### config.mk
export PLATFORM = sky130hd
export DESIGN_NAME = axis_seq_gen
export DESIGN_NICKNAME = d
export VERILOG_FILES = /design/src/rtl/axis_seq_gen_pkg.sv /design/src/rtl/axis_seq_gen_next.sv /design/src/rtl/axis_seq_gen.sv
export SDC_FILE = /design/constraint.sdc
export NUM_CORES = 1
export LEC_CHECK = 0
export CORE_AREA = 8 8 113 115
export DETAILED_ROUTE_END_ITERATION = 10
export DIE_AREA = 0 0 121 123
export HOLD_SLACK_MARGIN = 0.02
export PLACE_DENSITY_LB_ADDON = 0.05
export SYNTH_ARGS = -nofsm -noshare
export SYNTH_HDL_FRONTEND = slang
export SYNTH_SLANG_ARGS = --single-unit
export TNS_END_PERCENT = 10
### constraint.sdc
create_clock -name m00_axis_aclk -period 2.8 [get_ports m00_axis_aclk]
set_input_delay 0.84 -clock m00_axis_aclk [delete_from_list [all_inputs] [get_ports m00_axis_aclk]]
set_output_delay 0.84 -clock m00_axis_aclk [all_outputs]
set_load 0.05 [all_outputs]
### src/rtl/axis_seq_gen_pkg.sv
// Shared encodings for the axis_seq_gen packetised sequence source:
// sequence modes and control FSM states.
package axis_seq_gen_pkg;

    typedef enum logic [1:0] {
        MODE_GEO   = 2'b00,
        MODE_CNT   = 2'b01,
        MODE_LFSR  = 2'b10,
        MODE_CONST = 2'b11
    } mode_e;

    typedef enum logic [1:0] {
        ST_IDLE   = 2'b00,
        ST_LOAD   = 2'b01,
        ST_STREAM = 2'b10
    } state_e;

endpackage : axis_seq_gen_pkg

### src/rtl/axis_seq_gen_next.sv
// Combinational next-value unit: maps (mode, current value) to the following
// sequence value; all arithmetic wraps modulo 2^DATA_SIZE.
module axis_seq_gen_next
    import axis_seq_gen_pkg::*;
#(
    parameter int          DATA_SIZE = 32,
    parameter int          MULT      = 3,
    parameter int          STEP      = 1,
    parameter logic [31:0] LFSR_TAPS = 32'h8020_0003
) (
    input  mode_e                mode,
    input  logic [DATA_SIZE-1:0] cur,
    output logic [DATA_SIZE-1:0] nxt
);

    localparam logic [DATA_SIZE-1:0] TAPS   = DATA_SIZE'(LFSR_TAPS);
    localparam logic [DATA_SIZE-1:0] MULT_V = DATA_SIZE'(MULT);
    localparam logic [DATA_SIZE-1:0] STEP_V = DATA_SIZE'(STEP);

    // NOTE: give every always_comb output a default first so no path can infer a latch.
    always_comb begin
        nxt = cur;
        case (mode)
            MODE_GEO:   nxt = cur * MULT_V;
            MODE_CNT:   nxt = cur + STEP_V;
            // Galois form: shift right, fold the taps in when a 1 falls out.
            MODE_LFSR:  nxt = (cur >> 1) ^ (cur[0] ? TAPS : '0);
            MODE_CONST: nxt = cur;
            default:    nxt = cur;
        endcase
    end

endmodule : axis_seq_gen_next

### src/rtl/axis_seq_gen.sv
// AXI4-Stream master emitting packetised numeric sequences (geometric, counter,
// LFSR, constant). Optional macro AXIS_SEQ_GEN_PKT_CNT_EN adds a pkt_count output.
module axis_seq_gen
    import axis_seq_gen_pkg::*;
#(
    parameter int          DATA_SIZE = 32,
    parameter int          LEN_W     = 8,
    parameter int          MULT      = 3,
    parameter int          STEP      = 1,
    parameter logic [31:0] LFSR_TAPS = 32'h8020_0003
) (
    input  logic                   m00_axis_aclk,
    input  logic                   m00_axis_areset,
    input  logic                   m00_axis_enable,
    input  logic [1:0]             cfg_mode,
    input  logic [DATA_SIZE-1:0]   cfg_seed,
    input  logic [LEN_W-1:0]       cfg_len,
    input  logic                   m00_axis_tready,
    output logic [DATA_SIZE-1:0]   m00_axis_tdata,
    output logic [DATA_SIZE/8-1:0] m00_axis_tstrb,
    output logic                   m00_axis_tvalid,
    output logic                   m00_axis_tlast,
    output logic                   busy
`ifdef AXIS_SEQ_GEN_PKT_CNT_EN
    ,
    output logic [31:0]            pkt_count
`endif
);

    state_e               state_q, state_d;
    mode_e                mode_q;
    logic [LEN_W-1:0]     len_q;
    logic [LEN_W-1:0]     beat_q;
    logic [DATA_SIZE-1:0] data_q;
    logic [DATA_SIZE-1:0] data_nxt;
    logic [DATA_SIZE-1:0] seed_eff;
    logic [LEN_W-1:0]     len_eff;
    logic                 streaming;
    logic                 last_beat;
    logic                 xfer;

    assign streaming = (state_q == ST_STREAM);
    assign last_beat = (beat_q == len_q - LEN_W'(1));
    assign xfer      = streaming && m00_axis_tready;

    // An all-zero LFSR state never leaves zero, so start such packets from 1.
    assign seed_eff = (mode_e'(cfg_mode) == MODE_LFSR && cfg_seed == '0)
                      ? DATA_SIZE'(1) : cfg_seed;
    assign len_eff  = (cfg_len == '0) ? LEN_W'(1) : cfg_len;

    axis_seq_gen_next #(
        .DATA_SIZE (DATA_SIZE),
        .MULT      (MULT),
        .STEP      (STEP),
        .LFSR_TAPS (LFSR_TAPS)
    ) u_next (
        .mode (mode_q),
        .cur  (data_q),
        .nxt  (data_nxt)
    );

    // NOTE: clocked state uses non-blocking assignments so every register samples pre-edge values.
    always_ff @(posedge m00_axis_aclk or posedge m00_axis_areset) begin
        if (m00_axis_areset) begin
            state_q <= ST_IDLE;
        end else begin
            state_q <= state_d;
        end
    end

    always_comb begin
        state_d = state_q;
        case (state_q)
            ST_IDLE: begin
                if (m00_axis_enable) state_d = ST_LOAD;
            end
            ST_LOAD: begin
                state_d = ST_STREAM;
            end
            ST_STREAM: begin
                if (xfer && last_beat) state_d = m00_axis_enable ? ST_LOAD : ST_IDLE;
            end
            default: begin
                state_d = ST_IDLE;
            end
        endcase
    end

    // Shadow configuration and the beat datapath; config is only sampled in LOAD.
    always_ff @(posedge m00_axis_aclk or posedge m00_axis_areset) begin
        if (m00_axis_areset) begin
            mode_q <= MODE_GEO;
            len_q  <= LEN_W'(1);
            beat_q <= '0;
            data_q <= '0;
        end else begin
            if (state_q == ST_LOAD) begin
                mode_q <= mode_e'(cfg_mode);
                len_q  <= len_eff;
                beat_q <= '0;
                data_q <= seed_eff;
            end else if (xfer && !last_beat) begin
                beat_q <= beat_q + LEN_W'(1);
                data_q <= data_nxt;
            end
        end
    end

`ifdef AXIS_SEQ_GEN_PKT_CNT_EN
    logic [31:0] pkt_count_q;

    always_ff @(posedge m00_axis_aclk or posedge m00_axis_areset) begin
        if (m00_axis_areset) begin
            pkt_count_q <= '0;
        end else if (xfer && last_beat) begin
            pkt_count_q <= pkt_count_q + 32'd1;
        end
    end

    assign pkt_count = pkt_count_q;
`endif

    // Outputs decode from registered state, so an async reset clears them at once.
    assign m00_axis_tdata  = data_q;
    assign m00_axis_tvalid = streaming;
    assign m00_axis_tlast  = streaming && last_beat;
    assign m00_axis_tstrb  = {(DATA_SIZE/8){streaming}};
    assign busy            = streaming;

endmodule : axis_seq_gen

; Word-level counts from Yosys, hierarchy flattened
; Cells that the tools add are included.
[totals]
ff_bits = 52
input_bits = 46
output_inout_bits = 39
elab_cells = 45
[classes]
add_sub_neg = 3
n_mul = 1
eq_ne = 10
muxes = 12
n_bitwise = 1
n_reduce_logical = 13
[op_table]
columns = op, count
row1 = 32-bit two-way mux, 4
row2 = 32-bit one-hot mux with 3 select lines, 1
row3 = "32-bit by 1-bit adder with 32-bit output, second input constant", 1
row4 = 32-bit zero test, 1
row5 = "32-bit by 2-bit multiplier with 32-bit output, second input constant", 1
row6 = 31-bit by 32-bit bitwise XOR with 32-bit output, 1
row7 = 8-bit two-way mux, 3
row8 = "8-bit by 1-bit adder with 8-bit output, second input constant", 1
row9 = "2-bit == test, second input constant", 4
row10 = 8-bit == test, 1
row11 = 8-bit zero test, 1
row12 = "8-bit by 1-bit subtractor with 8-bit output, second input constant", 1
row13 = 2-bit one-hot mux with 3 select lines, 1
row14 = 1-bit logical AND, 5
row15 = "2-bit by 1-bit == test with 1-bit output, second input constant", 2
row16 = 2-bit zero test, 2
row17 = 2-bit two-way mux, 2
row18 = "2-bit inequality test, second input constant", 2
row19 = 2-bit AND reduction, 2
row20 = "2-bit by 1-bit inequality test with 1-bit output, second input constant", 1
row21 = 2-bit nonzero test, 1
row22 = 1-bit zero test, 1
row23 = 1-bit two-way mux, 1

; Longest topological paths before layout
; Gate-level depths: netlist (run 1).
[logic_depth]
depth_word = 6
depth_mapped = 11
ltp_nobuf = 11

; Modules after synthesis
; From an unflattened synthesis (run 1), not the netlist that was laid out.
[hier_totals]
hier_cells = 755
hier_area_um2 = 5903.2
[by_module_without_submodules]
columns = mod, instances, cells_per_inst, area_each_um2, seq_area_each_um2
row1 = axis_seq_gen_next, 1, 449, 3133.0, 0.0
row2 = axis_seq_gen, 1, 306, 2770.2, 1302.5

; Worst setup path before layout (run 1)
; OpenSTA, ideal clock, no wires.
[synth_path]
path_type = register to output
start = reg len_q[0]
end = out m00_axis_tlast
arrival_ns = 2.857
t_required_ns = 1.960
setup_slack_ns = -0.897
path_stages_with_launch = 8
cell_sequence = dfstp_2 > inv_1 > ha_1 > nor2b_1 > or3_1 > a31oi_1 > o2111ai_2 > nor3b_1
[synth_via]
elab_chain_len = 3
[synth_rtl]
columns = element, line
row1 = start: declaration, axis_seq_gen.sv:32  ; logic [LEN_W-1:0] len_q;
row2 = start signal: assignment, axis_seq_gen.sv:99  ; len_q <= len_eff;
row3 = 8-bit by 1-bit subtractor with 8-bit output, axis_seq_gen.sv:43  ; assign last_beat = (beat_q == len_q - LEN_W'(1));
row4 = 8-bit == test, axis_seq_gen.sv:43
row5 = 1-bit logical AND, axis_seq_gen.sv:126  ; assign m00_axis_tlast = streaming && last_beat;
row6 = end: declaration, axis_seq_gen.sv:22  ; output logic m00_axis_tlast,
; No other way between the ends.

; Worst setup path in the final report (run 1)
[layout_path]
start = reg len_q[4]
end = out m00_axis_tlast
; Same word-level chain as after synthesis.

==> results by group, run 1 <==
Setup path
  – Setup slack, reg-to-reg: -0.06 ns
  – RR Startpoint: len_q[4]
  – Reg2reg end: m00_axis_tdata[31]
  – Kind of critical path: register to primary output
  – Worst Reg-to-Reg Cells: 12
  – Critical-path maximum fanout: 3
  – Slowest-stage cell, CP: or3_4
  – WP data required: 1.96 ns
  – Cell Chain, Critical Path: or3_4 -> o31a_1 -> nor4_4 -> o2111ai_4 -> nor3b_4 -> buf_12
  – Startpoint types: register
  – Worst path arrival time: about 2.4 ns
  – Crit end category: primary output
  – Crit-path max cell delay: 0.41 ns

STA
  – Slew margin rel.: 0.619
  – Final min period: approximately 3.2 ns
  – Crit share post-route: 1.15
  – Setup TNS: -0.516 ns
  – RSZ-0062 raised after global routing: true
  – Slew @ Worst Pin: 0.572 ns
  – Final setup vio count: 4
  – Final hold vios: 0
  – Slew Limit Fails: 0
  – Max Clk Rate: between 300 and 400 MHz
  – Setup WS post-layout: -0.416 ns
  – Worst-case clock skew: 0.0136 ns

Power and ir drop
  – Sw power: slightly above 6 mW
  – Clock power share: 0.061
  – Int Power: 5.19 mW
  – P per Cell Area: 1510 mW/mm^2
  – Leak: 3.24 nW
  – Comb power frac: 0.799
  – Total power: 11.3 mW
  – Peak VDD IR: around 0.80 mV
  – Sw Share: 0.540
  – Sequential Power Share: 0.140

Placed design
  – Final RePlAce weighted congestion: 0.949
  – Detail Placement HPWL: around 15 mm
  – I/O Buffers: 84

Clock network
  – TritonCTS sink count: 52
  – CTS tree: yes
  – Clock buffer depth: 2
  – Max H-tree Level: 2
  – Post-CTS Hold Buffers: 0
  – Clk pin slew, worst setup/hold paths: approximately 0.08 ns
  – Inserted Clock Buffers: 5
  – CTS Root Cell: clkbuf_16
  – Worst skew pair latency: 0.32 ns

Min path
  – Hold crit path type: register to register
  – Hold Path Stages: 2
  – Worst hold start: len_q[7]
  – Hold EP: len_q[7]

Die
  – # IOs: 85
  – Standard-cell rows: 39
  – Die area: ~0.015 mm^2
  – Die height: 123 um
  – Total core area: 0.0111 mm^2
  – Starting Density: 0.481
  – Die width: 121 um

Run
  – Max-Cap Viols: 0

Finish
  – Area delta synth->final: 40.5%
  – Most common cell after layout, fill and taps aside: buf_4
  – N_diodes: 0
  – Nets: 950
  – Share of cells above drive strength 1: 0.212
  – Most frequent cells in the layout: 114 x buf_4, 97 x nand2_1, 76 x clkdlybuf4s50_1
  – Finished Core Util: 0.675

Routing
  – ANT nets after route: 0
  – DR iter-0 viols: 509
  – Detailed Routing Iterations Pass 1: 6
  – Vias per inst: between 6 and 7
  – DR top layer: met4
  – Detailed-route via count: 6120
  – Met3 WL post-DR: 1.34 mm
  – Routed wire length: 19.9 mm
  – Drt wl/cell: slightly below 20 um
  – DR DRC count: 0
  – DRT met1 WL: around 8.4 mm
  – DR WL met2: 9.42 mm

Run status
  – Outcome: finished, violations left
  – Failing checks: setup timing

Synthesis
  – Yosys warning count: 0
  – Syn nets: 786
  – Register area share after synthesis: 0.245
  – Post-synth EDFFs: 0
  – Post-Syn Area: 0.00532 mm^2
  – Predominant post-synthesis flop cell: dfrtp_1
  – Async SR Flop Fraction: 1.00
  – Seq cells post-synth: 52
  – Number of library cell types mapped by synthesis: 65
  – Syn Inst Count: just over 700
  – Mean Syn Cell Area: ~7.6 um^2

Global route
  – First-pass GRT wire length: 31.2 mm
  – Initial antenna violation count: 0
  – Vias in the first global route: 6026
  – Total grt overflow: 0
  – Largest net degree at the start of global routing: 47
  – Tot GR Track Use: 0.263
[sequential cells by signal (all words and copies together), names as in the netlist]
name / cells
m00_axis_tdata: 32
len_q: 8
beat_q: 8
state_q: 2
mode_q: 2
[power by group through the flow]
| stage | sequential, mW | clock (mW) | combinational [mW] |
|---|---|---|---|
| 6_report | 1.58 | 0.689 | 9.02 |
| 4_1_cts | 1.55 | 0.696 | 8.57 |
| 5_1_grt | 1.63 | 0.735 | 9.76 |
| 3_3_place_gp | 1.55 | 0 | 8.37 |
| 2_1_floorplan | 2.30 | 0 | 4.92 |
| 3_5_place_dp | 1.57 | 0 | 8.50 |
[final cells by class]
class | instances | area [um^2]
fill | 960 | 3600
timing repair buffer | 200 | 1750
clock buffer | 5 | 125
clock inverter | 3 | 27.5
multi-input combinational | 589 | 4020
inverter | 20 | 75.1
sequential | 52 | 1310
tap | 143 | 179
[critical path, delay by kind of cell (launching register included)]
kind,cells,cell delay [ns]
buf+inv,1,0.17
flops,1,0.38
simple gates,3,1.04
compound gates,2,0.47
[per-stage QoR]
step | worst slack, ns | hold WS (ns) | std cells | area, um^2
2_1_floorplan | -0.123 | 0.466 | 704 | 5390
3_3_place_gp | -0.359 | 0.487 | 1001 | 7070
3_5_place_dp | -0.366 | 0.498 | 1001 | 7070
4_1_cts | -0.376 | 0.517 | 1010 | 7270
5_1_grt | -0.487 | 0.559 | 1012 | 7480
6_report | -0.416 | 0.516 | 1012 | 7480
[worst max path at each step]
stage                       from            endpoint  slack [ns]
floorplan               len_q[3]      m00_axis_tlast       -0.12
global placement    cfg_seed[24]  m00_axis_tdata[24]       -0.36
detailed placement   cfg_mode[0]  m00_axis_tdata[27]       -0.37
CTS                     len_q[0]      m00_axis_tlast       -0.38
global route            len_q[4]      m00_axis_tlast       -0.49
finish                  len_q[4]      m00_axis_tlast       -0.42
[routing by layer]
metal | GRT usage | vias to the layer above
li1 | - | 2925
met1 | 0.330 | 2901
met2 | 0.430 | 240
met3 | 0.0447 | 54
met4 | 0.130 | 0
met5 | 0 | -
[synth_stat cells, drive strengths merged (2+ instances only)]
master	count	share of area
a22oi	4	0.0056
nor2b	9	0.011
nand4	20	0.025
a222oi	7	0.013
nor3b	2	0.0028
nand2	100	0.071
a211oi	10	0.014
o31ai	3	0.0042
and4	2	0.0033
mux2i	3	0.0056
xnor2	31	0.051
nand3	15	0.014
a21oi	73	0.069
a221oi	11	0.018
xor2	29	0.048
nor3	14	0.014
o31a	3	0.0049
a211o	2	0.0033
o21bai	4	0.0056
a21o	16	0.023
and2	4	0.0047
nor4	11	0.013
o21a	5	0.0071
inv	20	0.014
a31oi	13	0.016
nand2b	8	0.0094
or3	4	0.0056
o22ai	6	0.0071
ha	35	0.082
buf	18	0.019
and3b	2	0.0033
nor2	52	0.037
a221o	4	0.0075
and3	9	0.011
dfrtp	51	0.24
o21ai	50	0.047
nor4b	2	0.0033
or4b	2	0.0038
clkbuf	25	0.018
mux2	2	0.0042
o211ai	9	0.013
[kinds of logic (layout without fill, tap and decap cells)]
family          count (synthesis)  in the layout  synth area share
fa+ha+maj                      36             36            0.0860
xor+xnor                       60             60            0.0987
simple gates                  259            259             0.235
buf+inv                        63            228            0.0515
compound gates                229            229             0.275
flops                          52             52             0.245
mux                             5              5           0.00987
[repair_timing]
action                     4_1_cts  5_1_grt
gates cloned                     0        0
setup buffers                    1        2
resized for setup                6       44
setup endpoints to repair        9       32
pin swaps                        3       10
Note: power is estimated with default switching activity, not from simulation.
==> inputs of run 2 (changes only) <==
--- a/config.mk
+++ b/config.mk
@@ -5,11 +5,13 @@
 export SDC_FILE = /design/constraint.sdc
 export NUM_CORES = 1
 export LEC_CHECK = 0
-export CORE_AREA = 8 8 113 115
+export CORE_AREA = 8 8 129 101
+export CTS_CLUSTER_SIZE = 16
 export DETAILED_ROUTE_END_ITERATION = 10
-export DIE_AREA = 0 0 121 123
+export DIE_AREA = 0 0 137 109
 export HOLD_SLACK_MARGIN = 0.02
 export PLACE_DENSITY_LB_ADDON = 0.05
+export SETUP_SLACK_MARGIN = 0.05
 export SYNTH_ARGS = -nofsm -noshare
 export SYNTH_HDL_FRONTEND = slang
 export SYNTH_SLANG_ARGS = --single-unit
==> run 2 against run 1 <==
Compared with the run above:
- the flow still finishes with violations (setup timing)
- utilization hardly changed
- hold slack better by 0.079 ns
- clock skew shrank 0.0094 ns
- flip-flop and latch count unchanged
- sequential share of layout area about the same
- final cell count rose by 0.49%
- critical endpoint unchanged
- largest cell class unchanged
- clock-buffer cell count rose by 2
==> results by group, run 2 (same netlist as run 1, synthesis figures left out) <==
Run status
  – Outcome: finished, violations left
  – Failing checks: setup timing

Finish
  – Most common cell after layout, fill and taps aside: buf_4
  – N_diodes: 0 (unchanged)
  – Finished Core Util: 0.675 (about the same)
  – Share of cells above drive strength 1: 0.214 (+0.00247)
  – Most frequent cells in the layout: 119 x buf_4, 99 x nand2_1, 77 x clkdlybuf4s50_1
  – Area delta synth->final: 41.3%
  – Nets: 954 (+0.42%)
  – Largest register FFs: 32 (unchanged)
  – Layout Cells excl Fill: 1017 (+0.49%)

Global route
  – Vias in the first global route: 5964 (-1.0%)
  – Initial antenna violation count: 0 (unchanged)
  – Total grt overflow: 0 (unchanged)
  – Largest net degree at the start of global routing: 26 (-45%)
  – First-pass GRT wire length: 32.9 mm (+5.8%)
  – Tot GR Track Use: 0.280 (+0.0178)

Routing
  – Drt wl/cell: 20.8 um (+5.8%)
  – Routed wire length: 21.2 mm (+6.4%)
  – DR DRC count: 0 (unchanged)
  – Detailed-route via count: 6385 (+4.3%)
  – DR iter-0 viols: 754 (+48%)
  – Vias per inst: 6.28 (+3.8%)
  – ANT nets after route: 0 (unchanged)
  – Detailed Routing Iterations Pass 1: 6 (unchanged)

Die
  – Starting Density: 0.478 (-0.00297)
  – Total core area: 0.0111 mm^2 (+0.62%)
  – Standard-cell rows: 34 (-13%)
  – Die area: 0.0149 mm^2 (+0.34%)
  – # IOs: 85 (unchanged)
  – Die height: 109 um (-11%)
  – Die width: 137 um (+13%)

Placed design
  – Post-Place Setup Slack: -0.317 ns (+0.0486 ns)
  – Placed Cells: 1003 (+0.20%)
  – Detail Placement HPWL: 16.0 mm (+6.3%)
  – I/O Buffers: 84 (unchanged)
  – Final RePlAce weighted congestion: 0.988 (+4.1%)

Setup path
  – Worst Setup SP: len_q[4]
  – Crit-path max cell delay: 0.42 ns (about the same)
  – Worst path arrival time: 2.34 ns (-0.04 ns)
  – Slowest-stage cell, CP: or3_4
  – Kind of critical path: register to primary output
  – Startpoint types: register
  – Reg2reg end: m00_axis_tdata[21]
  – WP data required: 1.96 ns (about the same)
  – RR Startpoint: len_q[4]
  – Setup slack, reg-to-reg: -0.04 ns (+0.02 ns)
  – Cell family with most CP delay: simple AND/OR/NAND/NOR gates
  – Cell Chain, Critical Path: or3_4 -> o31a_1 -> nor4_2 -> o2111ai_4 -> nor3b_4 -> buf_12
  – Crit end category: primary output
  – Critical Path Stages: 6 (unchanged)
  – Worst Path Buf+Inv: 1 (unchanged)
  – Setup crit end: m00_axis_tlast
  – Worst Reg-to-Reg Cells: 10 (-2)
  – Critical-path maximum fanout: 3 (unchanged)

Clock network
  – Clk pin slew, worst setup/hold paths: 0.08 ns (about the same)
  – Clock buffer depth: 2 (unchanged)
  – Worst skew pair latency: 0.30 ns (-0.02 ns)
  – CTS tree: yes
  – Inserted Clock Buffers: 5 (unchanged)
  – CTS Root Cell: clkbuf_16
  – Max H-tree Level: 2 (unchanged)
  – TritonCTS sink count: 52 (unchanged)
  – Post-CTS Hold Buffers: 0 (unchanged)

STA
  – Slew Limit Fails: 0 (unchanged)
  – Setup TNS: -0.459 ns (+0.0566 ns)
  – RSZ-0062 raised after global routing: true
  – Setup WS post-layout: -0.376 ns (+0.0402 ns)
  – Final setup vio count: 4 (unchanged)
  – Final hold vios: 0 (unchanged)
  – Worst-case clock skew: 0.00418 ns (-0.00943 ns)
  – Crit share post-route: 1.13 (-0.0144)
  – Slew @ Worst Pin: 0.620 ns (+0.0486 ns)
  – Max Clk Rate: 315 MHz (+1.3%)
  – Slew margin rel.: 0.582 (-0.0368)
  – Final min period: 3.18 ns (-0.0402 ns)

Min path
  – Hold crit path type: register to register

Run
  – Max-Cap Viols: 0 (unchanged)
[run 2: worst min-delay path by stage]
stage	start	depth (start not counted)	end
after floorplan	len_q[7]	2	len_q[7]
after global placement	beat_q[7]	2	beat_q[7]
after detailed placement	len_q[7]	2	len_q[7]
after CTS	len_q[7]	2	len_q[7]
after global routing	len_q[7]	2	len_q[7]
final	len_q[7]	2	len_q[7]
[run 2: cell type report]
type,count,area [um^2]
inverters,20,77.6
fillers,946,3620
multi-input cells,589,4010
clock buffers,7,143
clock inverters,1,7.51
repair buffers,204,1790
well taps,144,180
flip-flops and latches,52,1310
[run 2: what timing repair did]
| item | in CTS | in global routing |
|---|---|---|
| buffers inserted | 0 | 6 |
| cloned | 0 | 0 |
| pin swaps | 4 | 14 |
| resized for setup | 9 | 34 |
| endpoints found under the setup margin | 9 | 32 |
[run 2: through the flow]
step / hold slack (ns) / instance area, um^2
detailed placement: 0.559 / 7110
floorplan: 0.466 / 5390
global route: 0.629 / 7520
finish: 0.595 / 7520
global placement: 0.546 / 7110
CTS: 0.582 / 7300
[run 2: worst register-to-register path: stages (launching register included)]
cell and delay [ns]:
dfrtp_1 0.40, or3_4 0.42, o31a_1 0.28, o211a_1 0.25, o2111ai_4 0.29, buf_4 0.17, buf_6 0.10, and2_1 0.18
nor2_2 0.07, buf_6 0.19, a221o_1 0.38
[run 2: per-layer routing]
| metal | routed length [um] | part of all wire | GRT usage | up-vias |
|---|---|---|---|---|
| met5 | 0 | 0 | 0 | - |
| met4 | 346 | 0.016 | 0.0518 | 0 |
| met3 | 2410 | 0.11 | 0.0622 | 41 |
| met2 | 8920 | 0.42 | 0.408 | 402 |
| met1 | 9530 | 0.45 | 0.415 | 3013 |
| li1 | - | - | - | 2929 |
Power of run 2 is left out: the tool's default activity adds up to more than one toggle a clock period on the data nets, which glitch-free logic cannot reach.
==> inputs of run 3 (changes only) <==
--- a/config.mk
+++ b/config.mk
@@ -6,6 +6,7 @@
 export NUM_CORES = 1
 export LEC_CHECK = 0
 export CORE_AREA = 8 8 129 101
+export CTS_CLUSTER_DIAMETER = 80
 export CTS_CLUSTER_SIZE = 16
 export DETAILED_ROUTE_END_ITERATION = 10
 export DIE_AREA = 0 0 137 109
==> results of run 3 <==
Same layout as run 2: the final DEF is identical, and so are final timing and power.
Power of run 3 is left out for the same reason.
